<file path="src/rtl/i2s_pkg.sv">
// i2s_pkg: shared constants and types for the I2S transmit path.
//   WIDTH      default sample width in bits
//   SLOT_BITS  default BCLK periods per channel slot
//   BCLK_DIV   default clk cycles per BCLK half-period
//   stereo_sample_t  left/right sample pair
//   frame_period()   clk cycles per stereo frame
package i2s_pkg;

    localparam int unsigned WIDTH     = 24;
    localparam int unsigned SLOT_BITS = 32;
    localparam int unsigned BCLK_DIV  = 4;

    typedef struct packed {
        logic [WIDTH-1:0] left;
        logic [WIDTH-1:0] right;
    } stereo_sample_t;

    // Two slots per frame, two BCLK half-periods per bit.
    function automatic int unsigned frame_period(input int unsigned slot_bits,
                                                 input int unsigned bclk_div);
        return 4 * slot_bits * bclk_div;
    endfunction

endpackage

</file>
<file path="src/rtl/i2s_transmitter_bclk_gen.sv">
// bclk_gen: bit-clock divider for the I2S transmitter.
// Ports:
//   clk        in   system clock
//   reset      in   synchronous active-high reset
//   enable     in   link enable; low holds the divider and bclk at reset values
//   bclk       out  registered bit clock
//   shift_tick out  high in the cycle whose edge takes bclk 1->0
//   rise_tick  out  high in the cycle whose edge takes bclk 0->1
module bclk_gen #(
    parameter int unsigned BCLK_DIV = 4
) (
    input  logic clk,
    input  logic reset,
    input  logic enable,
    output logic bclk,
    output logic shift_tick,
    output logic rise_tick
);

    import i2s_pkg::*;

    localparam int unsigned DIV_W = (BCLK_DIV > 1) ? $clog2(BCLK_DIV) : 1;
    localparam logic [DIV_W-1:0] DIV_LAST = DIV_W'(BCLK_DIV - 1);

    logic [DIV_W-1:0] div_cnt_q, div_cnt_d;
    logic             bclk_q, bclk_d;
    logic             terminal;

    always_comb begin
        terminal  = enable && (div_cnt_q == DIV_LAST);
        div_cnt_d = div_cnt_q + DIV_W'(1);
        bclk_d    = bclk_q;
        if (!enable) begin
            div_cnt_d = '0;
            bclk_d    = 1'b0;
        end else if (terminal) begin
            div_cnt_d = '0;
            bclk_d    = ~bclk_q;
        end
    end

    // Strobes are qualified by reset so the top never advances on a reset edge.
    assign shift_tick = ~reset & terminal & bclk_q;
    assign rise_tick  = ~reset & terminal & ~bclk_q;
    assign bclk       = bclk_q;

    always_ff @(posedge clk) begin
        if (reset) begin
            div_cnt_q <= '0;
            bclk_q    <= 1'b0;
        end else begin
            div_cnt_q <= div_cnt_d;
            bclk_q    <= bclk_d;
        end
    end

endmodule

</file>
<file path="src/rtl/i2s_transmitter.sv">
// i2s_transmitter: serializes stereo sample pairs onto a standard I2S link
// (MSB first, one BCLK delay after each LRCLK edge).
// Ports:
//   clk       in   system clock
//   reset     in   synchronous active-high reset
//   enable    in   link enable
//   left_in   in   left sample (two's complement)
//   right_in  in   right sample (two's complement)
//   in_valid  in   sample pair valid
//   in_ready  out  staging register empty (combinational)
//   bclk      out  bit clock
//   lrclk     out  word select, 0 = left, 1 = right
//   sdata     out  serial data, changes on bclk falling edges
//   underrun  out  one-cycle pulse when a frame starts with nothing staged
module i2s_transmitter #(
    parameter int unsigned WIDTH     = 24,
    parameter int unsigned SLOT_BITS = 32,
    parameter int unsigned BCLK_DIV  = 4
) (
    input  logic             clk,
    input  logic             reset,
    input  logic             enable,
    input  logic [WIDTH-1:0] left_in,
    input  logic [WIDTH-1:0] right_in,
    input  logic             in_valid,
    output logic             in_ready,
    output logic             bclk,
    output logic             lrclk,
    output logic             sdata,
    output logic             underrun
);

    import i2s_pkg::*;

    localparam int unsigned CNT_W = $clog2(2 * SLOT_BITS);
    localparam logic [CNT_W-1:0] CNT_LAST = CNT_W'(2 * SLOT_BITS - 1);
    localparam logic [CNT_W-1:0] SLOT_L   = CNT_W'(SLOT_BITS);
    localparam logic [CNT_W-1:0] WIDTH_L  = CNT_W'(WIDTH);

    logic shift_tick;
    logic rise_tick;

    bclk_gen #(
        .BCLK_DIV(BCLK_DIV)
    ) u_bclk_gen (
        .clk       (clk),
        .reset     (reset),
        .enable    (enable),
        .bclk      (bclk),
        .shift_tick(shift_tick),
        .rise_tick (rise_tick)
    );

    logic [WIDTH-1:0] staging_left_q, staging_left_d;
    logic [WIDTH-1:0] staging_right_q, staging_right_d;
    logic             staging_full_q, staging_full_d;
    logic [WIDTH-1:0] active_left_q, active_left_d;
    logic [WIDTH-1:0] active_right_q, active_right_d;
    logic [CNT_W-1:0] bit_cnt_q, bit_cnt_d;
    logic             lrclk_q, lrclk_d;
    logic             sdata_q, sdata_d;
    logic             next_bit_q, next_bit_d;
    logic             underrun_q, underrun_d;

    logic [CNT_W-1:0] bit_cnt_inc;
    logic             accept;
    logic             frame_start;

    // Wire bit for frame position cnt: slot bits 1..WIDTH carry the sample MSB first.
    function automatic logic serial_bit(input logic [CNT_W-1:0] cnt,
                                        input logic [WIDTH-1:0] l,
                                        input logic [WIDTH-1:0] r);
        logic [CNT_W-1:0] s;
        logic [WIDTH-1:0] w;
        logic [WIDTH-1:0] sh;
        if (cnt >= SLOT_L) begin
            s = cnt - SLOT_L;
            w = r;
        end else begin
            s = cnt;
            w = l;
        end
        sh = w >> (WIDTH_L - s);
        return (s != '0) && (s <= WIDTH_L) && sh[0];
    endfunction

    assign in_ready = enable & ~reset & ~staging_full_q;
    assign accept   = in_valid & in_ready;

    always_comb begin
        bit_cnt_inc = (bit_cnt_q == CNT_LAST) ? '0 : bit_cnt_q + CNT_W'(1);
        frame_start = shift_tick && (bit_cnt_inc == '0);

        staging_left_d  = staging_left_q;
        staging_right_d = staging_right_q;
        staging_full_d  = staging_full_q;
        active_left_d   = active_left_q;
        active_right_d  = active_right_q;
        bit_cnt_d       = bit_cnt_q;
        lrclk_d         = lrclk_q;
        sdata_d         = sdata_q;
        next_bit_d      = next_bit_q;
        underrun_d      = 1'b0;

        if (!enable) begin
            // Link parked: behave as after reset but keep whatever is staged.
            bit_cnt_d      = CNT_LAST;
            lrclk_d        = 1'b0;
            sdata_d        = 1'b0;
            next_bit_d     = 1'b0;
            active_left_d  = '0;
            active_right_d = '0;
        end else begin
            if (accept) begin
                staging_left_d  = left_in;
                staging_right_d = right_in;
                staging_full_d  = 1'b1;
            end
            // The next wire bit is fetched mid-bit so the falling edge only has to
            // register it; the frame-start load always precedes the fetch of bit 1.
            if (rise_tick) begin
                next_bit_d = serial_bit(bit_cnt_inc, active_left_q, active_right_q);
            end
            if (shift_tick) begin
                bit_cnt_d = bit_cnt_inc;
                lrclk_d   = (bit_cnt_inc >= SLOT_L);
                sdata_d   = next_bit_q;
            end
            // accept and a full-staging load are exclusive (in_ready is low when full),
            // so a same-edge accept into empty staging survives for the next frame.
            if (frame_start) begin
                if (staging_full_q) begin
                    active_left_d  = staging_left_q;
                    active_right_d = staging_right_q;
                    staging_full_d = 1'b0;
                end else begin
                    active_left_d  = '0;
                    active_right_d = '0;
                    underrun_d     = 1'b1;
                end
            end
        end
    end

    always_ff @(posedge clk) begin
        if (reset) begin
            staging_left_q  <= '0;
            staging_right_q <= '0;
            staging_full_q  <= 1'b0;
            active_left_q   <= '0;
            active_right_q  <= '0;
            bit_cnt_q       <= CNT_LAST;
            lrclk_q         <= 1'b0;
            sdata_q         <= 1'b0;
            next_bit_q      <= 1'b0;
            underrun_q      <= 1'b0;
        end else begin
            staging_left_q  <= staging_left_d;
            staging_right_q <= staging_right_d;
            staging_full_q  <= staging_full_d;
            active_left_q   <= active_left_d;
            active_right_q  <= active_right_d;
            bit_cnt_q       <= bit_cnt_d;
            lrclk_q         <= lrclk_d;
            sdata_q         <= sdata_d;
            next_bit_q      <= next_bit_d;
            underrun_q      <= underrun_d;
        end
    end

    assign lrclk    = lrclk_q;
    assign sdata    = sdata_q;
    assign underrun = underrun_q;

endmodule
</file>
<file path="config.mk">
export PLATFORM = sky130hd
export DESIGN_NAME = i2s_transmitter
export DESIGN_NICKNAME = d
export VERILOG_FILES = /design/src/rtl/i2s_pkg.sv /design/src/rtl/i2s_transmitter_bclk_gen.sv /design/src/rtl/i2s_transmitter.sv
export SDC_FILE = /design/constraint.sdc
export NUM_CORES = 1
export LEC_CHECK = 0
export BUFFER_PORTS_ARGS = -buffer_cell sky130_fd_sc_hd__buf_2
export CAP_MARGIN = 20
export CORE_MARGIN = 4
export CORE_UTILIZATION = 33
export CTS_BUF_LIST = sky130_fd_sc_hd__clkbuf_4
export DETAILED_ROUTE_END_ITERATION = 6
export MAX_ROUTING_LAYER = met4
export PLACE_DENSITY = 0.55
export SYNTH_ARGS = -nofsm -noshare
export SYNTH_HDL_FRONTEND = slang
export SYNTH_SLANG_ARGS = --single-unit
</file>
<file path="constraint.sdc">
create_clock -name clk -period 2.8 [get_ports clk]
set_clock_uncertainty 0.2 [all_clocks]
set_input_delay 0.56 -clock clk [delete_from_list [all_inputs] [get_ports clk]]
set_output_delay 0.56 -clock clk [all_outputs]
set_load 0.005 [all_outputs]
</file>
Yosys cells after proc, flatten, opt, wreduce, memory -nomap -nowiden
Index checks and enable logic that the tools add are counted.
{"block": "totals", "out_inout_bits": 5, "reg_bits": 110, "in_bits": 52}
{"block": "op_classes", "n_eq_ne": 2, "bitwise": 11, "muxes": 13, "n_reduce_logical": 10, "addsub": 4, "n_shift": 1, "order_cmp": 2}
{"op": "two-way mux 24 bit", "count": 5}
{"op": "two-way mux 6 bit", "count": 4}
{"op": ">> shifter 24 x 6 -> 1 bit", "count": 1}
{"op": "adder 6 x 1 -> 6 bit, second input constant", "count": 1}
{"op": "bitwise AND 1 bit", "count": 6}
{"op": "== test 6 bit, second input constant", "count": 1}
{"op": "greater-or-equal comparator 6 bit, second input constant", "count": 1}
{"op": "less-or-equal comparator 6 x 5 -> 1 bit, second input constant", "count": 1}
{"op": "zero test 6 bit", "count": 1}
{"op": "nonzero test 6 bit", "count": 1}
{"op": "OR reduction 3 bit", "count": 2}
{"op": "subtractor 5 x 6 -> 6 bit, first input constant", "count": 1}
{"op": "subtractor 6 bit, second input constant", "count": 1}
{"op": "NOT 1 bit", "count": 5}
{"op": "logical AND 1 bit", "count": 4}
{"op": "two-way mux 1 bit", "count": 4}
{"op": "adder 2 x 1 -> 2 bit, second input constant", "count": 1}
{"op": "== test 2 bit, second input constant", "count": 1}
{"op": "AND reduction 2 bit", "count": 1}
{"op": "OR reduction 2 bit", "count": 1}

Depth between registers and ports, before layout
Gate-level depths: netlist (run 1).
{"block": "logic_depth", "ltp_word": 9, "mapped_depth": 10, "ltp_nobuf": 8}

Cells and area by module
From an unflattened synthesis (run 1), not the netlist that was laid out.
{"block": "hier_totals", "hier_cells": 602, "area_unflattened_um2": 4715.8}
{"mod": "i2s_transmitter", "seq_area_each_um2": 2142.1, "area_each_um2": 4589.4, "cells_each": 590, "instances": 1}
{"mod": "bclk_gen", "seq_area_each_um2": 60.1, "area_each_um2": 126.4, "cells_each": 12, "instances": 1}

Worst setup path before layout (run 1)
No wires, ideal clock.
{"block": "synth_timing", "path_type": "reg2reg", "startpoint": "register bit_cnt_q[1]", "endpoint": "register next_bit_q", "required_ns": 2.540, "t_arrival_ns": 2.043, "n_path_buf": 1, "setup_ns": 0.060, "path_stages_with_launch": 10, "synth_period_minus_slack_ns": 2.304, "path_slack_ns": 0.496, "path_cell_list": "dfxtp_1 > ha_1 > buf_2 > a21oi_1 > o21ai_4 > a31o_1 > a21oi_1 > or4_1 > a31oi_1 > a32o_1"}
{"block": "synth_via", "elab_chain_len": 9, "word_cells_on_any_way": 17, "classes_between": "add/sub: 3; order compare: 2; eq/ne: 1; shift: 1; mux: 7; reduce/logical: 3"}
{"element": "start: declaration", "line": "i2s_transmitter.sv:59", "source": "logic [CNT_W-1:0] bit_cnt_q, bit_cnt_d;"}
{"element": "start signal: assignment", "line": "i2s_transmitter.sv:163", "source": "bit_cnt_q <= bit_cnt_d;"}
{"element": "adder 6 x 1 -> 6 bit or == test 6 bit (tied branches)", "line": "i2s_transmitter.sv:91", "source": "bit_cnt_inc = (bit_cnt_q == CNT_LAST) ? '0 : bit_cnt_q + CNT_W'(1);"}
{"element": "two-way mux 6 bit (*)", "line": "i2s_transmitter.sv:91"}
{"element": "subtractor 6 bit or greater-or-equal comparator 6 bit (tied branches)", "line": "i2s_transmitter.sv:77, i2s_transmitter.sv:76"}
{"element": "two-way mux 6 bit", "line": "i2s_transmitter.sv:76", "source": "if (cnt >= SLOT_L) begin"}
{"element": "two-way mux 6 bit", "line": "i2s_transmitter.sv:121", "source": "if (rise_tick) begin"}
{"element": "two-way mux 6 bit", "line": "i2s_transmitter.sv:105", "source": "if (!enable) begin"}
{"element": "subtractor 5 x 6 -> 6 bit, or another cell as far along", "line": "i2s_transmitter.sv:83", "source": "sh = w >> (WIDTH_L - s);"}
{"element": ">> shifter 24 x 6 -> 1 bit or logical AND 1 bit (tied branches)", "line": "i2s_transmitter.sv:83, i2s_transmitter.sv:84"}
{"element": "logical AND 1 bit (*)", "line": "i2s_transmitter.sv:84", "source": "return (s != '0) && (s <= WIDTH_L) && sh[0];"}
{"element": "end signal: assignment", "line": "i2s_transmitter.sv:166", "source": "next_bit_q <= next_bit_d;"}
{"element": "end: declaration", "line": "i2s_transmitter.sv:62", "source": "logic next_bit_q, next_bit_d;"}
Mark *: on every way between the ends. The rest lies on a longest branch, timed or not. The select of a mux whose other input is x is not followed.
A chain may end at the register's enable or synchronous reset.

Worst setup path in the final report (run 1)
{"block": "layout_timing", "startpoint": "register bit_cnt_q[3]", "endpoint": "register next_bit_q"}
Same word-level chain as after synthesis.

==> metrics.yaml, run 1 <==
outcome: "complete, no violations"
post_cts_buffers: 0
cp-end-kind: "flop"
synth_top_family_by_area: "simple AND/OR/NAND/NOR gates"
synthSimpleGateAreaFrac_pct: 26.3
crit_arrival_ps: 2790
synth_edf_count: 0
use_met2_pct: 24.5
grt_first_pass_wirelength_mm: 20.0
h-tree-depth: 3
syn_avg_cell_area_sq_um: 7.62
core_area_sq_mm: 0.0139
critPathLaunch: "bit_cnt_q[3]"
io_pins: 57
critPathKind: "flop to flop"
start_util_pct: 33.6
crit_chain: "nand2_1, or3_1, nand2_8, a21oi_1, or4_1, a31oi_1, a32o_1"
met1_usage_pct: 19.8
maxClockFrequency_mhz: 392
wl_mm: 12.0
rows: 43
clock_path_buffers: 2
ff2ff_path_depth: 7
vdd_ir_drop_max_mv: 0.308
vias_per_cell: 5.15
dieArea_sq_mm: 0.0161
clock-root-buffer: "clkbuf_4"
drive_gt1_share_pct: 14.8
final_nets: 698
synth_largest_area_cell: "dfxtp_1"
crit_fanout: 13
path_clk_slew_ps: 170
worst-path-stages: 7
synth-warning-count: 0
yosys.area_share.adder_pct: 0.537
drt-wirelength-per-cell_um: 14.5
synth_area_sq_mm: 0.00466
yosysMostFrequentCell: "nand2_1"
rrSetupSlack_ps: 250
synth_area_leaders: "dfxtp_1 (47%), nand2_1 (13%), a21oi_1 (12%)"
start_kind: "flop"
endpoint: "next_bit_q"
p_leak_uw: 0.00183
placed_area_sq_mm: 0.00509
slew_viol_final: 0
cp_num_buf_inv: 0
async_reset_ff_share_pct: 0
r2r_end: "next_bit_q"
design_area_sq_mm: 0.00524
fillers: 1500
p_per_area_mw_per_mm2: 488
postSynthCellCount: 612
grt_use_total_pct: 15.7
rsz0062_at_grt: "false"
synth-seq-cells: 110
synth_xor_area_share_pct: 0.564
slowest_delay_ps: 610
grt_start_max_net_pins: 51
tns_ps: 0
clk_latency_ps: 490
syn_to_final_growth_pct: 12.5
synth_nets: 666
relSlewSlack_pct: 60.6
ys_top_cells_by_count: "nand2_1 (157), dfxtp_1 (110), a21oi_1 (109), nand3_1 (75), clkbuf_1 (40)"
cts_sinks: 110
cts_tree: "yes"
synth-compound-area-share_pct: 19.4
period_share_pct: 91.1
yosys.area.top_type_share_pct: 47.2
ys.flop_type: "dfxtp_1"
cts_hold_buf: 0
hold_class: "input port to flop"
setup_viol: 0
n_antenna_cell: 0
holdWs_ps: 82.0
drc: 0
crit_required_ps: 3040
antenna_found_initial: 0
ys_seq_area_share_pct: 47.2
power_uw: 2560
dp_hpwl_mm: 8.62
routabilityCongestion: 0.905
initialDrtViolationCount: 319
grt_busiest_layer: "met2"
grt_pass1_vias: 4046
synth.area.mux_share_pct: 0.886
die_y_um: 127
numCtsBuffers: 9
hold_viol: 0
ys_types: 47
drtPass1Iterations: 4
grt-ovfl-total: 0
crit_family: "simple AND/OR/NAND/NOR gates"
slowest_stage: "dfxtp_1"
antenna_left: 0
use_met3_pct: 4.59
dieWidth_um: 127
port_buffers: 56
vias: 4273
max-cap-violations: 0
worst_pin_slew_ps: 589
fin_crit_ps: 2550
r2r_start: "bit_cnt_q[3]"
[worst register-to-register path, cell delays in order, from the launching register on]
cell and delay, ps:
dfxtp_1 610, nand2_1 120, or3_1 520, nand2_8 160
a21oi_1 70, or4_1 530, a31oi_1 190, a32o_1 140
[where the power goes]
| part | switching (uW) | internal (uW) | total [uW] |
|---|---|---|---|
| Clock | 538 | 291 | 829 |
| Sequential | 12.6 | 1590 | 1600 |
| Combinational | 77.8 | 50.5 | 128 |
[layout by cell type (no fill, tap or decap), types with 5 or more instances in the layout]
| cell | count |
|---|---|
| clkbuf_4 | 10 |
| nor3_1 | 5 |
| and3_1 | 6 |
| buf_4 | 17 |
| dfxtp_1 | 110 |
| nand3_1 | 75 |
| a21oi_1 | 109 |
| buf_2 | 56 |
| nor2_1 | 12 |
| o21ai_0 | 17 |
| nand2_1 | 157 |
| a31oi_1 | 8 |
[per-layer routing]
metal	routed length, um	up-vias
met5	0	-
met4	89	0
met3	585	8
met2	5730	82
met1	5580	1997
li1	-	2186
[metrics by stage]
stage	setup slack, ps	util [%]	cells
2_1_floorplan	496	-	612
3_3_place_gp	235	36.7	813
3_5_place_dp	219	36.7	813
4_1_cts	200	37.7	829
5_1_grt	53.0	37.8	829
6_report	248	37.8	829
[timing repair]
action	in CTS	in global routing
hold endpoints to repair	0	0
gates resized for setup	0	2
setup endpoints to repair	0	1
[logic make-up (layout without fill, tap and decap cells)]
logic type               Yosys count  after routing
multiplexers                       4              4
AO/OA/AOI/OAI                    161            161
adder cells (fa/ha/maj)            2              2
flip-flops                       110            110
buffers and inverters             56             93
AND/OR/NAND/NOR                  276            276
XOR/XNOR                           3              3
[worst min-delay path by stage]
| stage | cells after the start | end | slack, ps | from |
|---|---|---|---|---|
| 3_3_place_gp | 1 | u_bclk_gen.div_cnt_q[0] | 220 | u_bclk_gen.div_cnt_q[0] |
| 6_report | 3 | staging_right_q[0] | 80 | right_in[0] |
| 4_1_cts | 3 | staging_right_q[19] | 30 | right_in[19] |
| 5_1_grt | 3 | staging_left_q[0] | 30 | left_in[0] |
| 2_1_floorplan | 1 | u_bclk_gen.div_cnt_q[0] | 210 | u_bclk_gen.div_cnt_q[0] |
| 3_5_place_dp | 1 | u_bclk_gen.div_cnt_q[0] | 220 | u_bclk_gen.div_cnt_q[0] |
[flip-flops by register name, indices dropped and copies added (netlist names)]
name	cells
active_left_q	24
active_right_q	24
bit_cnt_q	6
lrclk	1
next_bit_q	1
sdata	1
staging_full_q	1
staging_left_q	24
staging_right_q	24
u_bclk_gen.bclk	1
u_bclk_gen.div_cnt_q	2
underrun	1
[layout make-up]
type | count | area (sq um) | area share, %
inverters | 3 | 11.3 | 0.215
repair buffers | 74 | 428 | 8.16
well taps | 180 | 225 | 4.30
clock inverters | 6 | 68.8 | 1.31
flip-flops and latches | 110 | 2200 | 42.0
multi-input cells | 446 | 2230 | 42.6
clock buffers | 10 | 75.1 | 1.43
(Power assumes the default switching activity.)
==> run 2, diff against run 1 <==
--- a/config.mk
+++ b/config.mk
@@ -13,6 +13,7 @@
 export DETAILED_ROUTE_END_ITERATION = 6
 export MAX_ROUTING_LAYER = met4
 export PLACE_DENSITY = 0.55
+export REMOVE_ABC_BUFFERS = 1
 export SYNTH_ARGS = -nofsm -noshare
 export SYNTH_HDL_FRONTEND = slang
 export SYNTH_SLANG_ARGS = --single-unit
==> metrics.yaml, run 2 (same netlist as run 1, synthesis figures left out) <==
outcome: "complete, no violations"
dp_hpwl_mm: 8.85
start_kind: "flop"
design_area_sq_mm: 0.00530
power_uw: 2600
setup_viol: 0
layout_common_cells: "nand2_1 (157), dfxtp_1 (110), a21oi_1 (109), nand3_1 (75), buf_2 (56)"
cts_tree: "yes"
placed_area_sq_mm: 0.00514
mostFrequentLayoutCell: "nand2_1"
wl_met1_mm: 5.84
p_per_area_mw_per_mm2: 491
rsz0062_at_grt: "false"
p_leak_uw: 0.00187
dieWidth_um: 127
crit_family: "compound AO/OA/AOI/OAI gates"
vias: 4221
maxClockFrequency_mhz: 378
rows: 43
syn_to_final_growth_pct: 13.7
path_clk_slew_ps: 150
clock_path_buffers: 2
min_from: "left_in[16]"
ff2ff_path_depth: 8
numCtsBuffers: 9
io_pins: 57
drc: 0
slowest_stage: "dfxtp_1"
clock-root-buffer: "clkbuf_4"
antenna_left: 0
crit_chain: "ha_1, and3_1, a22oi_1, a31o_1, a21oi_1, or4_1, a31oi_1, a32o_1"
worst-path-stages: 8
grt_first_pass_wirelength_mm: 20.1
endpoint: "next_bit_q"
grt_use_total_pct: 15.9
drive_gt1_share_pct: 15.6
cts_sinks: 110
worst_pin_slew_ps: 500
clk_latency_ps: 470
r2r_end: "next_bit_q"
antenna_found_initial: 1
initialDrtViolationCount: 218
crit_required_ps: 3030
hold_viol: 0
grt_start_max_net_pins: 51
h-tree-depth: 3
relSlewSlack_pct: 66.7
r2r_start: "bit_cnt_q[0]"
routabilityCongestion: 0.941
dr_wl_met2_mm: 5.49
crit_fanout: 10
final_nets: 704
drtPass1Iterations: 5
period_share_pct: 94.4
cp_num_buf_inv: 0
hold_class: "input port to flop"
cp-end-kind: "flop"
port_buffers: 56
grt_pass1_vias: 4056
routed-wl-met3_um: 523
rrSetupSlack_ps: 160
whs_path_depth: 3
start_util_pct: 33.6
slew_viol_final: 0
vias_per_cell: 5.06
die_y_um: 127
max-cap-violations: 0
post_cts_buffers: 0
critPathKind: "flop to flop"
vdd_ir_drop_max_mv: 0.315
grt-ovfl-total: 0
dieArea_sq_mm: 0.0161
wl_mm: 12.1
dp_slack_ps: 227
fillers: 1497
slowest_delay_ps: 520
crit_arrival_ps: 2870
core_area_sq_mm: 0.0139
dr.max_layer_used: "met4"
setup_slack_ps: 157
fin_crit_ps: 2640
drt-wirelength-per-cell_um: 14.5
critPathLaunch: "bit_cnt_q[0]"
==> run 2: changes by cell type in the layout (fill, tap and decap cells not counted), sizes merged <==
cell | before | now
diode | 0 | 1
bufinv | 1 | 2
clkbuf | 10 | 11
buf | 74 | 80
clkinv | 2 | 1
inv | 5 | 3
==> run 2: worst min-delay path by stage <==
stage                         endpoint  slack, ps
6_report            staging_left_q[16]        100
5_1_grt             staging_left_q[22]         50
4_1_cts             staging_left_q[16]         50
3_5_place_dp   u_bclk_gen.div_cnt_q[0]        230
3_3_place_gp   u_bclk_gen.div_cnt_q[0]        220
2_1_floorplan  u_bclk_gen.div_cnt_q[0]        210
==> run 2: worst register-to-register path, cell delays in order, from the launching register on <==
cell and delay (ps):
dfxtp_1 520, ha_1 370, and3_1 200, a22oi_1 280, a31o_1 150, a21oi_1 30
or4_1 520, a31oi_1 180, a32o_1 150
==> run 2: what timing repair did <==
item,4_1_cts,5_1_grt
hold buffers,0,0
resized for setup,0,1
endpoints found under the setup margin,0,1
==> run 2: power breakdown <==
group	total (uW)	leakage [uW]	internal [uW]	switching (uW)
Combinational	132	0.000896	52.2	79.8
Sequential	1600	0.000890	1590	12.5
Clock	868	0.0000829	377	491
Total	2600	0.00187	2020	583
==> run 2: layout make-up <==
class,count,area [sq um],area share [%]
inverter,3,11.3,0.212
antenna,1,2.50,0.0472
tap,180,225,4.25
multi-input combinational,446,2230,42.1
clock buffer,11,82.6,1.56
timing repair buffer,80,473,8.92
clock inverter,4,72.6,1.37
sequential,110,2200,41.5
==> run 2: per-stage QoR <==
| step | std cells | utilization [%] | setup TNS (ps) | hold slack [ps] |
|---|---|---|---|---|
| finish | 835 | 38.2 | 0 | 101 |
| global route | 835 | 38.2 | 0 | 52.9 |
| global placement | 819 | 37.0 | 0 | 217 |
| CTS | 834 | 38.2 | 0 | 50.4 |
| detailed placement | 819 | 37.0 | 0 | 232 |
| floorplan | 559 | - | -156840 | 208 |
==> run 2: metal layers <==
metal | vias to the layer above | track usage, %
met3 | 16 | 3.58
met1 | 1938 | 20.4
li1 | 2188 | -
met5 | - | -
met2 | 79 | 24.6
met4 | 0 | 5.62
==> run 3, diff against run 2 <==
--- a/config.mk
+++ b/config.mk
@@ -12,7 +12,7 @@
 export CTS_BUF_LIST = sky130_fd_sc_hd__clkbuf_4
 export DETAILED_ROUTE_END_ITERATION = 6
 export MAX_ROUTING_LAYER = met4
-export PLACE_DENSITY = 0.55
+export PLACE_DENSITY_LB_ADDON = 0.08
 export REMOVE_ABC_BUFFERS = 1
 export SYNTH_ARGS = -nofsm -noshare
 export SYNTH_HDL_FRONTEND = slang
==> metrics.yaml, run 3 (same netlist as run 1, synthesis figures left out) <==
relSlewSlack_pct: 66.1
dieArea_sq_mm: 0.0161
final_nets: 703
routabilityCongestion: 0.875
crit_fanout: 8
setup_viol: 0
clk_latency_ps: 480
final_cells: 834
clock-root-buffer: "clkbuf_4"
drive_gt1_share_pct: 15.1
crit_family: "compound AO/OA/AOI/OAI gates"
fillers: 1507
io_pins: 57
antenna_found_initial: 0
period_share_pct: 91.8
crit_arrival_ps: 2760
grt_use_total_pct: 17.2
drc: 0
use_met2_pct: 26.4
grt_pass1_vias: 4155
path_clk_slew_ps: 170
die_y_um: 127
vdd_ir_drop_max_mv: 0.299
clock_path_buffers: 2
endpoint: "next_bit_q"
antenna_left: 0
ff2ff_path_depth: 8
slowest_delay_ps: 430
crit_required_ps: 2990
vias_per_cell: 5.09
outcome: "complete, no violations"
crit_chain: "ha_1, inv_1, a41o_1, a211oi_1, o21ai_0, a41oi_1, a22oi_1, a32o_1"
start_util_pct: 33.6
core_area_sq_mm: 0.0139
rows: 43
grt_start_max_net_pins: 51
n_antenna_cell: 0
p_leak_uw: 0.00187
layout_common_cells: "nand2_1 (157), dfxtp_1 (110), a21oi_1 (109), nand3_1 (75), buf_2 (56)"
drt-wirelength-per-cell_um: 15.4
rrSetupSlack_ps: 230
slew_viol_final: 0
dp_hpwl_mm: 9.24
drtPass1Iterations: 4
cts_hold_buf: 0
wl_mm: 12.9
grt_first_pass_wirelength_mm: 21.8
r2r_end: "next_bit_q"
dp_cells: 818
worst-path-stages: 8
use_met3_pct: 4.34
dieWidth_um: 127
hold_viol: 0
grt-ovfl-total: 0
p_per_area_mw_per_mm2: 497
critPathLaunch: "bit_cnt_q[0]"
cp-end-kind: "flop"
grt_busiest_layer: "met2"
tns_ps: 0
worst_pin_slew_ps: 509
critPathKind: "flop to flop"
syn_to_final_growth_pct: 13.9
max-cap-violations: 0
cts_tree: "yes"
slowest_stage: "ha_1"
fin_crit_ps: 2570
numCtsBuffers: 9
cp_num_buf_inv: 1
mostFrequentLayoutCell: "nand2_1"
met1_usage_pct: 22.8
cts_sinks: 110
post_cts_buffers: 0
r2r_start: "bit_cnt_q[0]"
rsz0062_at_grt: "false"
hold_class: "input port to flop"
initialDrtViolationCount: 258
postCtsResizedCells: 0
h-tree-depth: 3
vias: 4249
start_kind: "flop"
maxClockFrequency_mhz: 389
port_buffers: 56
[run 3: cell count changes in the layout (fill, tap and decap cells not counted)]
cell,change
buf_12,+1
clkinv_1,+2
clkinv_2,-1
o21a_2,-1
inv_8,+1
inv_6,+1
buf_4,-2
diode_2,-1
o21a_1,+1
clkbuf_4,-2
[run 3: how the worst min path moves through the flow]
stage,end,slack [ps],cells after the start,from
CTS,staging_right_q[6],40,3,right_in[6]
floorplan,u_bclk_gen.div_cnt_q[0],210,1,u_bclk_gen.div_cnt_q[0]
finish,staging_right_q[6],90,3,right_in[6]
global route,staging_right_q[6],20,3,right_in[6]
global placement,u_bclk_gen.div_cnt_q[0],220,1,u_bclk_gen.div_cnt_q[0]
detailed placement,u_bclk_gen.div_cnt_q[0],240,1,u_bclk_gen.div_cnt_q[0]
[run 3: worst register-to-register path, stage by stage (launching register included)]
cell and delay [ps]:
dfxtp_1 390, ha_1 430, inv_1 130, a41o_1 300, a211oi_1 290, o21ai_0 170, a41oi_1 200, a22oi_1 130
a32o_1 230
[run 3: area by class of cell]
class                           count  area [sq um]  area share, %
Multi-Input combinational cell    446          2230           42.0
Sequential cell                   110          2200           41.5
Timing Repair Buffer               79           478           9.00
Tap cell                          180           225           4.24
Clock inverter                      7          95.1           1.79
Clock buffer                        9          67.6           1.27
Inverter                            3          11.3          0.212
[run 3: routing by layer]
| metal | part of all wire [%] | wire [um] | up-vias |
|---|---|---|---|
| li1 | - | - | 2185 |
| met1 | 49 | 6290 | 1970 |
| met2 | 45 | 5800 | 75 |
| met3 | 4.2 | 541 | 19 |
| met4 | 1.8 | 225 | 0 |
| met5 | 0 | 0 | - |
[run 3: per-stage QoR]
step	setup slack (ps)	hold slack (ps)	total power [uW]	utilization (%)	cell area (sq um)
floorplan	-2890	208	1690	-	4430
CTS	245	35.8	2690	38.2	5310
detailed placement	306	242	1780	37.1	5150
finish	231	88.2	2640	38.2	5310
global route	38.6	24.9	2770	38.2	5310
global placement	337	218	1770	37.1	5150
[run 3: power by group]
| part | switching, uW | internal [uW] | total, uW | leakage, uW |
|---|---|---|---|---|
| Sequential | 12.7 | 1590 | 1600 | 0.000890 |
| Combinational | 81.6 | 53.0 | 135 | 0.000893 |
| Clock | 535 | 366 | 901 | 0.0000835 |
